[src/rtl/uart_pkg.sv]
// rtl/uart_pkg.sv - shared UART constants, receiver state encoding and clog2 helper
package uart_pkg;

   localparam int DEFAULT_CLK_HZ = 50_000_000;
   localparam int DEFAULT_BAUD   = 115_200;

   typedef enum logic [2:0] {
      ST_IDLE  = 3'd0,
      ST_START = 3'd1,
      ST_DATA  = 3'd2,
      ST_STOP  = 3'd3,
      ST_BREAK = 3'd4
   } rx_state_t;

   function automatic int clog2(input int value);
      int result;
      int v;
      result = 0;
      v      = value - 1;
      while (v > 0) begin
         result = result + 1;
         v      = v >> 1;
      end
      return result;
   endfunction

endpackage

[src/rtl/sync_2ff.sv]
// rtl/sync_2ff.sv - two-flop synchroniser with a parameterised reset value
module sync_2ff #(
   parameter int               WIDTH     = 1,
   parameter logic [WIDTH-1:0] RESET_VAL = '0
) (
   input  logic             clk,
   input  logic             reset,
   input  logic [WIDTH-1:0] i_async,
   output logic [WIDTH-1:0] o_sync
);

   logic [WIDTH-1:0] r_meta;
   logic [WIDTH-1:0] r_sync;

   always_ff @(posedge clk) begin
      if (reset) begin
         r_meta <= RESET_VAL;
         r_sync <= RESET_VAL;
      end else begin
         r_meta <= i_async;
         r_sync <= r_meta;
      end
   end

   assign o_sync = r_sync;

endmodule

[src/rtl/uart_rx_byte.sv]
// rtl/uart_rx_byte.sv - 8N1 UART receiver with mid-bit sampling and a one-entry holding register
module uart_rx_byte
   import uart_pkg::*;
#(
   parameter int CLK_HZ       = DEFAULT_CLK_HZ,
   parameter int BAUD         = DEFAULT_BAUD,
   parameter int CLKS_PER_BIT = CLK_HZ / BAUD
) (
   input  logic       clk,
   input  logic       reset,
   input  logic       rx_serial,
   output logic [7:0] rx_data,
   output logic       rx_valid,
   input  logic       rx_ack,
   output logic       frame_err,
   output logic       overrun
);

   localparam int                CNT_W     = clog2(CLKS_PER_BIT);
   localparam int                HALF      = (CLKS_PER_BIT - 1) / 2;
   localparam logic [CNT_W-1:0] HALF_LAST = CNT_W'(HALF - 1);
   localparam logic [CNT_W-1:0] BIT_LAST  = CNT_W'(CLKS_PER_BIT - 1);

   logic             w_rxs;
   rx_state_t        r_state;
   logic [CNT_W-1:0] r_cnt;
   logic [2:0]       r_bit_idx;
   logic [7:0]       r_shift;
   logic [7:0]       r_data;
   logic             r_valid;
   logic             r_frame_err;
   logic             r_overrun;

   sync_2ff #(
      .WIDTH     (1),
      .RESET_VAL (1'b1)
   ) u_sync (
      .clk     (clk),
      .reset   (reset),
      .i_async (rx_serial),
      .o_sync  (w_rxs)
   );

   always_ff @(posedge clk) begin
      if (reset) begin
         r_state     <= ST_IDLE;
         r_cnt       <= '0;
         r_bit_idx   <= '0;
         r_shift     <= '0;
         r_data      <= '0;
         r_valid     <= 1'b0;
         r_frame_err <= 1'b0;
         r_overrun   <= 1'b0;
      end else begin
         r_frame_err <= 1'b0;
         if (rx_ack && r_valid) begin
            r_valid   <= 1'b0;
            r_overrun <= 1'b0;
         end

         case (r_state)
            ST_IDLE: begin
               if (!w_rxs) begin
                  r_state <= ST_START;
                  r_cnt   <= '0;
               end
            end
            ST_START: begin
               // Mid start bit: a line that is already high again was a glitch.
               if (r_cnt == HALF_LAST) begin
                  r_cnt     <= '0;
                  r_bit_idx <= '0;
                  r_state   <= w_rxs ? ST_IDLE : ST_DATA;
               end else begin
                  r_cnt <= r_cnt + 1'b1;
               end
            end
            ST_DATA: begin
               if (r_cnt == BIT_LAST) begin
                  r_cnt     <= '0;
                  r_shift   <= {w_rxs, r_shift[7:1]};
                  r_bit_idx <= r_bit_idx + 3'd1;
                  if (r_bit_idx == 3'd7) begin
                     r_state <= ST_STOP;
                  end
               end else begin
                  r_cnt <= r_cnt + 1'b1;
               end
            end
            ST_STOP: begin
               if (r_cnt == BIT_LAST) begin
                  r_cnt <= '0;
                  if (w_rxs) begin
                     r_state <= ST_IDLE;
                     // An ack in this same cycle frees the slot for the new byte.
                     if (!r_valid || rx_ack) begin
                        r_data  <= r_shift;
                        r_valid <= 1'b1;
                     end else begin
                        r_overrun <= 1'b1;
                     end
                  end else begin
                     r_frame_err <= 1'b1;
                     r_state     <= ST_BREAK;
                  end
               end else begin
                  r_cnt <= r_cnt + 1'b1;
               end
            end
            ST_BREAK: begin
               if (w_rxs) begin
                  r_state <= ST_IDLE;
               end
            end
            default: begin
               r_state <= ST_IDLE;
            end
         endcase
      end
   end

   assign rx_data   = r_data;
   assign rx_valid  = r_valid;
   assign frame_err = r_frame_err;
   assign overrun   = r_overrun;

endmodule

[config.mk]
export PLATFORM = sky130hd
export DESIGN_NAME = uart_rx_byte
export DESIGN_NICKNAME = d
export VERILOG_FILES = /design/src/rtl/uart_pkg.sv /design/src/rtl/sync_2ff.sv /design/src/rtl/uart_rx_byte.sv
export SDC_FILE = /design/constraint.sdc
export NUM_CORES = 1
export LEC_CHECK = 0
export CAP_MARGIN = 30
export CORE_MARGIN = 2
export CORE_UTILIZATION = 55
export CTS_BUF_LIST = sky130_fd_sc_hd__clkbuf_4 sky130_fd_sc_hd__clkbuf_8
export DETAILED_ROUTE_END_ITERATION = 10
export PLACE_DENSITY = 0.84
export SKIP_LAST_GASP = 1
export SYNTH_ARGS = -nofsm -noshare
export SYNTH_HDL_FRONTEND = slang
export SYNTH_SLANG_ARGS = --single-unit
[constraint.sdc]
create_clock -name clk -period 2.6 [get_ports clk]
set_input_delay 0.26 -clock clk [delete_from_list [all_inputs] [get_ports clk]]
set_output_delay 0.26 -clock clk [all_outputs]
set_load 0.03 [all_outputs]
==> results.md, run 1 <==
- Simple-gate area share of the yosys netlist: 26.4%
- Die Y: 58.0 µm
- Xor and xnor area share after synthesis: 0.546%
- Core Rows: 19
- Drt total wl: 3.16 mm
- Yosys top cell by area: dfxtp_1
- Final Max Tran Viols: 0
- Yosys top cell area share: 44.9%
- Post-route ant nets: 0
- Crit path from: r_cnt[6]$_SDFFE_PP0P_
- Drc violations: 0
- Reg2reg setup slack: 0.26 ns
- Num CTS Buffers: 5
- Fill cells: 239
- I/O Buffers: 14
- Post-Syn Instances: 178
- First-pass DRT Iterations: 5
- Worst path cell trace: or4b_1 -> or3_1 -> nor3_4 -> mux2i_1 -> nor2_1
- Post-CTS Resized: 0
- Clock latency on the worst-skew pair: 0.34 ns
- Comb power frac: 22.4%
- Post-CTS Setup Repair Bufs: 0
- Via count: 1,327
- Antenna cells: 0
- Ranking of synthesized cells by area: dfxtp_1 (45%), mux2i_1 (10%), nor2_1 (5.1%)
- Initial Util: 58.2%
- CTS tree: done
- Register clock-pin slew on the reported worst setup and hold paths: about 0.11 ns
- CP Launch Type: flop
- Clk pwr share: between 30% and 40%
- GPL Wtd Cong: 0.916
- Multi-input gate area: 835 µm²
- Peak VDD IR: 0.527 mV
- Post-synthesis mux area share: 9.98%
- Register area: 721 µm²
- Setup crit end kind: flop
- Hold-fix buffers, CTS: 0
- Die X: 58.0 µm
- Worst r2r path cells: 5
- Tmin final: between 2 and 2.5 ns
- Max Fclk: 428 MHz
- Fin util: 67.2%
- Setup TNS: 0 ns
- Die area: 3360 µm²
- Crit share post-route: 89.8%
- P&R area growth vs syn: 15.4%
- Crit-path slowest cell: or4b_1
- Highest net fanout along the worst path: 8
- EDFF count, synth: 0
- H-tree depth: 2
- Worst rel slew slack: 47.1%
- Leakage: 0.000673 µW
- Total of max-cap violations: 0
- GRT overflow: 0
- Mapped Area: 1600 µm²
- Synthesized-area fraction occupied by adder cells: 3.12%
- Top cells by count, synth: dfxtp_1 (36), nor2_1 (22), nand2_1 (17), mux2i_1 (16), nand3_1 (12)
- IO Count: 15
- Total GRT Usage: 21.6%
- Dpl cell area: around 1800 µm²
- 1st-iter DRT viols: between 50 and 60
- Number of global-route vias before repair: 1,275
- FF+latch count, synth: 36
- Clk sinks: 36
- Reg2reg end: rx_data[3]$_SDFFE_PP0P_
- CP Data Arrival Time: 2.58 ns
- Post-synth cell types: 37
- Primary FF master, synth: dfxtp_1
- Critical R2R Launch: r_cnt[6]$_SDFFE_PP0P_
- Routed len/inst: between 10 and 15 µm
- Avg Inst Size Synth: 9.01 µm²
- Worst slew pin tran: 0.794 ns
- Syn_nets: 186
- Total internal power: ~900 µW
- Most common cell in the synthesized netlist: dfxtp_1
- First-pass GRT wire length: 5.51 mm
- Largest family of logic cells by synthesized area: simple AND/OR/NAND/NOR gates
- Final setup violation count: 0
- Post-DP HPWL: about 2.2 mm
- Psw: 408 µW
- Post-Route Skew: 0.0130 ns
- Outcome: finished clean
- Final Instance Area: 1850 µm²
- Maximum buffer depth of the clock tree: 2
- RSZ-0062 raised after global routing: false
- Share of cells above drive strength 1: 8.67%
- Antenna violations before repair: 0
- Largest net degree at the start of global routing: 23
- Fin nets: 203
- Net Sw Frac: a little under a third
- Compound-Gate Fraction of Synth Area: 12.0%
- Clk Tree Root Cell: clkbuf_4
- Delay of the slowest critical-path stage: about 0.52 ns
- CORE AREA: 2760 µm²
- Yosys warnings: 0
- Critical Path Sink: rx_data[3]$_SDFFE_PP0P_
- CP required: about 2.8 ns
- Vias per cell: 5.85
- Worst setup path class: reg2reg
- Reg power frac: 47.2%
- Sequential cell area fraction in the yosys report: between 40% and 50%
- Final Hold Vio Count: 0
- Async SR Flop Fraction: 0%
- PD cells: approximately 700 nW/µm²
- Hold Crit Class: reg2reg
cell type report:
cell class / instances / share of cell area (%)
flip-flops and latches: 36 / 38.9
multi-input cells: 131 / 45.1
inverters: 4 / 0.811
well taps: 31 / 2.09
repair buffers: 17 / 8.78
clock inverters: 2 / 1.89
clock buffers: 6 / 2.43
worst min path at each step:
stage / start / cells after the start / slack (ns) / end
2_1_floorplan: rx_ack / 1 / 0.36 / overrun$_SDFF_PP0_
3_3_place_gp: u_sync.r_meta$_SDFF_PP1_ / 1 / 0.40 / u_sync.o_sync$_SDFF_PP1_
3_5_place_dp: u_sync.r_meta$_SDFF_PP1_ / 1 / 0.39 / u_sync.o_sync$_SDFF_PP1_
4_1_cts: u_sync.r_meta$_SDFF_PP1_ / 1 / 0.42 / u_sync.o_sync$_SDFF_PP1_
5_1_grt: u_sync.r_meta$_SDFF_PP1_ / 1 / 0.47 / u_sync.o_sync$_SDFF_PP1_
6_report: u_sync.r_meta$_SDFF_PP1_ / 1 / 0.42 / u_sync.o_sync$_SDFF_PP1_
per-stage QoR:
step,hold slack (ns),total power [µW],cells,setup slack [ns]
after floorplan,0.356,832,178,0.459
after global placement,0.398,897,219,0.364
final,0.420,1300,227,0.265
after detailed placement,0.393,912,219,0.272
after CTS,0.421,1300,227,0.261
after global routing,0.465,1370,227,0.177
power by group through the flow:
| stage | clock network [µW] | logic (µW) | registers (µW) |
|---|---|---|---|
| floorplan | 0 | 225 | 608 |
| global placement | 0 | 273 | 624 |
| detailed placement | 0 | 286 | 626 |
| CTS | 401 | 288 | 613 |
| global route | 427 | 328 | 618 |
| finish | 394 | 290 | 613 |
routing by layer:
| metal | track usage, % | wire length, µm |
|---|---|---|
| met3 | 6.92 | 187 |
| met1 | 26.3 | 1340 |
| met5 | 0 | 0 |
| met4 | 10.3 | 59 |
| met2 | 34.7 | 1570 |
state kept, by name, summed over array words and instances, names as in the netlist:
register and flops:
frame_err 1, overrun 1, r_bit_idx 3, r_cnt 9, r_shift 8, r_state 3
rx_data 8, rx_valid 1, u_sync.o_sync 1, u_sync.r_meta 1
kinds of logic (layout without fill, tap and decap cells):
group	count (synthesis)	after routing
XOR/XNOR	1	1
AND/OR/NAND/NOR	81	81
AO/OA/AOI/OAI	29	29
multiplexers	16	16
buffers and inverters	11	29
flip-flops	36	36
adder cells (fa/ha/maj)	4	4
layout by cell type (no fill, tap or decap), types with 3 or more instances in the layout:
cell type / count
or2_2: 3
nor2_1: 22
nor2b_1: 3
a31oi_1: 5
inv_1: 4
clkdlybuf4s50_1: 14
nor3_1: 5
or3_1: 5
mux2i_1: 16
nand3_1: 12
dfxtp_1: 36
nand2_1: 17
clkbuf_4: 6
ha_1: 4
buf_4: 3
a21oi_1: 10
nand3b_1: 4
critical path, delay by kind of cell, from the launching register on:
kind | cells | cell delay (ns)
multiplexers | 1 | 0.28
flip-flops | 1 | 0.38
AND/OR/NAND/NOR | 4 | 1.59
No activity file was read; power rests on OpenSTA's default activity.
==> inputs of run 2 (changes only) <==
- DONT_BUFFER_PORTS: unset -> 1
- PLACE_DENSITY: 0.84 -> 0.77
- TNS_END_PERCENT: unset -> 50
==> results.md, run 2 (same netlist as run 1, synthesis figures left out) <==
- Antenna cells: 0 (unchanged)
- GPL Wtd Cong: 0.850 (was 0.916)
- Hold Crit Class: in2reg (was reg2reg)
- Via count: 1,298 (was 1,327)
- CP Depth: 5 (unchanged)
- PD cells: 699 nW/µm² (was 701 nW/µm²)
- Die area: 3360 µm² (unchanged)
- Total internal power: 825 µW (was 890 µW)
- GRT overflow: 0 (unchanged)
- Initial Util: 58.2% (unchanged)
- CTS tree: done (unchanged)
- Post-DP HPWL: 2.21 mm (was 2.25 mm)
- Post-CTS Setup Repair Bufs: 0 (unchanged)
- Max Fclk: 429 MHz (was 428 MHz)
- Final setup violation count: 0 (unchanged)
- Post-Route Skew: 0.0146 ns (was 0.0130 ns)
- RSZ-0062 raised after global routing: false (unchanged)
- Crit share post-route: 89.6% (was 89.8%)
- Clk sinks: 36 (unchanged)
- Drc violations: 0 (unchanged)
- Reg2reg setup slack: 0.27 ns (was 0.26 ns)
- Outcome: finished clean (unchanged)
- Drt total wl: 3.20 mm (was 3.16 mm)
- Worst Hold Depth: 2 (was 1)
- Antenna violations before repair: 0 (unchanged)
- Critical Path Sink: rx_data[6]$_SDFFE_PP0P_ (was rx_data[3]$_SDFFE_PP0P_)
- Post-route ant nets: 0 (unchanged)
- First-pass GRT wire length: 5.31 mm (was 5.51 mm)
- Total GRT Usage: 21.3% (was 21.6%)
- Crit-path slowest cell: or4b_1 (unchanged)
- Total of max-cap violations: 0 (unchanged)
- Commonest cells after routing, fill and taps aside: dfxtp_1 (36), nor2_1 (22), nand2_1 (17) (unchanged)
- Share of cells above drive strength 1: 9.09% (was 8.67%)
- Tmin final: 2.33 ns (was 2.34 ns)
- Biggest register: r_cnt (unchanged)
- Worst path cell trace: or4b_1 -> or3_1 -> nor3_4 -> mux2i_1 -> nor2_1 (unchanged)
- Reg2reg end: rx_data[6]$_SDFFE_PP0P_ (was rx_data[3]$_SDFFE_PP0P_)
- Register clock-pin slew on the reported worst setup and hold paths: 0.12 ns (was 0.11 ns)
- Post-CTS Resized: 0 (unchanged)
- Worst setup path class: reg2reg (unchanged)
- CORE AREA: 2760 µm² (unchanged)
- Psw: 411 µW (was 408 µW)
- Worst r2r path cells: 5 (unchanged)
- Peak VDD IR: 0.614 mV (was 0.527 mV)
- Cell family with most CP delay: simple AND/OR/NAND/NOR gates (unchanged)
- Setup crit end kind: flop (unchanged)
- First-pass DRT Iterations: 4 (was 5)
- Net Sw Frac: 33.2% (was 31.4%)
- DP Worst Slack: 0.297 ns (was 0.272 ns)
- Die X: 58.0 µm (unchanged)
- Reg power frac: 49.8% (was 47.2%)
- Largest net degree at the start of global routing: 34 (was 23)
- Setup WS post-layout: 0.270 ns (was 0.265 ns)
- Hold-fix buffers, CTS: 2 (was 0)
- Worst slew pin tran: 0.770 ns (was 0.794 ns)
- Most common cell after layout, fill and taps aside: dfxtp_1 (unchanged)
- Clock latency on the worst-skew pair: 0.35 ns (was 0.34 ns)
- WP buf/inv: 0 (unchanged)
- Setup TNS: 0 ns (unchanged)
- Number of global-route vias before repair: 1,244 (was 1,275)
- Num CTS Buffers: 5 (unchanged)
- Grt met2 use: 35.6% (was 34.7%)
- GR Layer Usage met3: 7.59% (was 6.92%)
- Placed Cells: 204 (was 219)
- IO Count: 15 (unchanged)
- Final Max Tran Viols: 0 (unchanged)
- Max reg flops: 9 (unchanged)
- CP required: 2.84 ns (about the same)
- Worst rel slew slack: 48.7% (was 47.1%)
- Leakage: 0.000641 µW (was 0.000673 µW)
- P&R area growth vs syn: 10.2% (was 15.4%)
- CP Data Arrival Time: 2.57 ns (was 2.58 ns)
- Overall power: 1240 µW (was 1300 µW)
- Delay of the slowest critical-path stage: 0.52 ns (about the same)
- I/O Buffers: 0 (was 14)
- Die Y: 58.0 µm (unchanged)
- Vias per cell: 5.95 (was 5.85)
- Fin cells: 218 (was 227)
- Busiest layer in global routing: met2 (unchanged)
- Routed len/inst: 14.7 µm (was 13.9 µm)
- Maximum buffer depth of the clock tree: 2 (unchanged)
- Clk pwr share: 26.5% (was 30.4%)
- Final Hold Vio Count: 0 (unchanged)
- Critical R2R Launch: r_cnt[6]$_SDFFE_PP0P_ (unchanged)
- CP Launch Type: flop (unchanged)
- 1st-iter DRT viols: 86 (was 52)
- H-tree depth: 2 (unchanged)
- Crit path from: r_cnt[6]$_SDFFE_PP0P_ (unchanged)
- Fin nets: 194 (was 203)
- Highest net fanout along the worst path: 8 (unchanged)
- M1 GR Usage: 23.3% (was 26.3%)
- Core Rows: 19 (unchanged)
- Comb power frac: 23.7% (was 22.4%)
- Clk Tree Root Cell: clkbuf_4 (unchanged)
run 2: power by group through the flow:
stage / combinational, µW / clock [µW] / sequential, µW
3_3_place_gp: 265 / 0 / 624
3_5_place_dp: 272 / 0 / 627
2_1_floorplan: 225 / 0 / 608
4_1_cts: 283 / 336 / 615
5_1_grt: 332 / 361 / 621
6_report: 293 / 328 / 615
run 2: worst min-delay path by stage:
stage                                endpoint  slack (ns)  startpoint
floorplan                  overrun$_SDFF_PP0_        0.36      rx_ack
global placement    r_bit_idx[2]$_SDFFE_PP0P_        0.33       reset
detailed placement  r_bit_idx[2]$_SDFFE_PP0P_        0.33       reset
CTS                  u_sync.o_sync$_SDFF_PP1_       0.005       reset
global route              rx_valid$_SDFF_PP0_        0.06       reset
finish                r_state[2]$_SDFFE_PP0P_        0.07       reset
run 2: layout make-up:
type	count	area, µm²
inverter	4	15.0
multi-input combinational	131	835
clock inverter	1	7.51
fill	237	990
clock buffer	7	58.8
sequential	36	721
tap	31	38.8
timing repair buffer	8	92.6
run 2: per-stage QoR:
stage	hold WS [ns]	area [µm²]	util (%)
floorplan	0.356	1600	-
global route	0.0573	1770	64.1
detailed placement	0.335	1620	58.9
finish	0.0684	1770	64.1
CTS	0.00505	1710	62.0
global placement	0.334	1620	58.9
run 2: metal layers:
layer | up-vias | part of all wire (%)
li1 | 650 | -
met5 | - | 0
met1 | 613 | 41
met3 | 8 | 5.3
met4 | 0 | 2.4
met2 | 27 | 51
==> inputs of run 3 (changes only) <==
- GPL_TIMING_DRIVEN: unset -> 0
==> results.md, run 3 (same netlist as run 1, synthesis figures left out) <==
- Crit-path slowest cell: nor3b_1 (was or4b_1)
- Most common cell after layout, fill and taps aside: dfxtp_1 (unchanged)
- Post-DP HPWL: 2.11 mm (was 2.21 mm)
- P&R area growth vs syn: 7.49% (was 10.2%)
- Peak VDD IR: 0.543 mV (was 0.614 mV)
- Biggest register: r_cnt (unchanged)
- Grt met2 use: 30.8% (was 35.6%)
- Share of cells above drive strength 1: 7.98% (was 9.09%)
- Final Max Tran Viols: 0 (unchanged)
- Max Fclk: 425 MHz (was 429 MHz)
- Post-Route Skew: 0.0181 ns (was 0.0146 ns)
- Setup TNS: 0 ns (unchanged)
- CP Data Arrival Time: 2.64 ns (was 2.57 ns)
- First-pass GRT wire length: 5.03 mm (was 5.31 mm)
- Commonest cells after routing, fill and taps aside: dfxtp_1 (36), nor2_1 (22), nand2_1 (17) (unchanged)
- Register clock-pin slew on the reported worst setup and hold paths: 0.12 ns (about the same)
- Die X: 58.0 µm (unchanged)
- Core Rows: 19 (unchanged)
- Tmin final: 2.35 ns (was 2.33 ns)
- Largest net degree at the start of global routing: 14 (was 34)
- CP Launch Type: flop (unchanged)
- Worst rel slew slack: 49.3% (was 48.7%)
- Busiest layer in global routing: met2 (unchanged)
- Worst slew pin tran: 0.761 ns (was 0.770 ns)
- Drt total wl: 2.93 mm (was 3.20 mm)
- CORE AREA: 2760 µm² (unchanged)
- Post-CTS Resized: 0 (unchanged)
- Max reg flops: 9 (unchanged)
- PD cells: 697 nW/µm² (was 699 nW/µm²)
- Clk Tree Root Cell: clkbuf_4 (unchanged)
- GRT overflow: 0 (unchanged)
- Routed len/inst: 13.4 µm (was 14.7 µm)
- CP required: 2.89 ns (was 2.84 ns)
- Number of global-route vias before repair: 1,173 (was 1,244)
- First-pass DRT Iterations: 4 (unchanged)
- Antenna cells: 0 (unchanged)
- DP Worst Slack: 0.279 ns (was 0.297 ns)
- H-tree depth: 2 (unchanged)
- Hold Crit Class: in2reg (unchanged)
- Total GRT Usage: 19.5% (was 21.3%)
- Die area: 3360 µm² (unchanged)
- GPL Wtd Cong: 0.877 (was 0.850)
- Highest net fanout along the worst path: 10 (was 8)
- 1st-iter DRT viols: 57 (was 86)
- Die Y: 58.0 µm (unchanged)
- Clk sinks: 36 (unchanged)
- GR Layer Usage met3: 7.37% (was 7.59%)
- M1 GR Usage: 24.4% (was 23.3%)
- IO Count: 15 (unchanged)
- Clock latency on the worst-skew pair: 0.35 ns (about the same)
- Setup crit end kind: flop (unchanged)
- Num CTS Buffers: 5 (unchanged)
- RSZ-0062 raised after global routing: false (unchanged)
- Delay of the slowest critical-path stage: 0.54 ns (was 0.52 ns)
- Worst path cell trace: clkbuf_1 -> nor3b_1 -> nand3_1 -> clkbuf_1 -> a21boi_1 -> or3b_1 -> a21oi_1 (was or4b_1 -> or3_1 -> nor3_4 -> mux2i_1 -> nor2_1)
- Vias per cell: 5.85 (was 5.95)
- Setup WS post-layout: 0.248 ns (was 0.270 ns)
- Worst setup path class: reg2reg (unchanged)
- Drc violations: 0 (unchanged)
- Initial Util: 58.2% (unchanged)
- Via count: 1,281 (was 1,298)
- Cell mode on critical path: clkbuf_1
- Final Hold Vio Count: 0 (unchanged)
- Leakage: 0.000613 µW (was 0.000641 µW)
- Crit share post-route: 90.5% (was 89.6%)
- Total of max-cap violations: 0 (unchanged)
- Antenna violations before repair: 0 (unchanged)
- I/O Buffers: 0 (unchanged)
- Outcome: finished clean (unchanged)
- Post-route ant nets: 0 (unchanged)
- Fin nets: 195 (was 194)
- Final setup violation count: 0 (unchanged)
- CTS tree: done (unchanged)
- Maximum buffer depth of the clock tree: 2 (unchanged)
## run 3: area by class of cell
| cell class | instances | area [µm²] |
|---|---|---|
| Buffer | 7 | 33.8 |
| Inverter | 4 | 15.0 |
| Clock buffer | 5 | 37.5 |
| Clock inverter | 3 | 23.8 |
| Sequential cell | 36 | 721 |
| Timing Repair Buffer | 2 | 20.0 |
| Tap cell | 31 | 38.8 |
| Multi-Input combinational cell | 131 | 835 |
| Fill cell | 237 | 1030 |
## run 3: path summary, 6_finish.rpt
kind              cells after the start  slack, ns                         to                      from
setup reg to reg                      7       0.25  r_bit_idx[0]$_SDFFE_PP0P_   r_state[0]$_SDFFE_PP0P_
setup / recovery                      7       0.25  r_bit_idx[0]$_SDFFE_PP0P_   r_state[0]$_SDFFE_PP0P_
hold / removal                        2       0.21        rx_valid$_SDFF_PP0_                    rx_ack
hold reg to reg                       1       0.43   u_sync.o_sync$_SDFF_PP1_  u_sync.r_meta$_SDFF_PP1_
## run 3: per-stage QoR
step	hold WS [ns]	instance area [µm²]	power (µW)	utilization, %	instances
finish	0.208	1720	1200	62.5	219
global route	0.194	1720	1280	62.5	219
CTS	0.198	1720	1210	62.5	219
detailed placement	0.361	1640	903	59.6	209
global placement	0.359	1640	888	59.6	209
floorplan	0.356	1600	832	-	178
## run 3: per-layer routing
| layer | up-vias | part of all wire (%) |
|---|---|---|
| met2 | 35 | 47 |
| met3 | 6 | 6.0 |
| met4 | 0 | 1.2 |
| li1 | 650 | - |
| met1 | 590 | 45 |
| met5 | - | 0 |
## run 3: repair_timing
| item | CTS | global route |
|---|---|---|
| hold buffers | 2 | 0 |
| setup buffers | 0 | 0 |
| hold endpoints to repair | 2 | 0 |
## run 3: critical path, delay by kind of cell (launching register included)
family / cells / cell delay (ns)
buf+inv: 2 / 0.48
flops: 1 / 0.32
compound gates: 2 / 0.42
simple gates: 3 / 1.07
## run 3: where the power goes
part	internal [µW]	switching (µW)	total [µW]	leakage, µW
sequential	576	24.6	601	0.000291
combinational	94.5	197	291	0.000295
clock	106	203	310	0.0000274
total	777	425	1200	0.000613
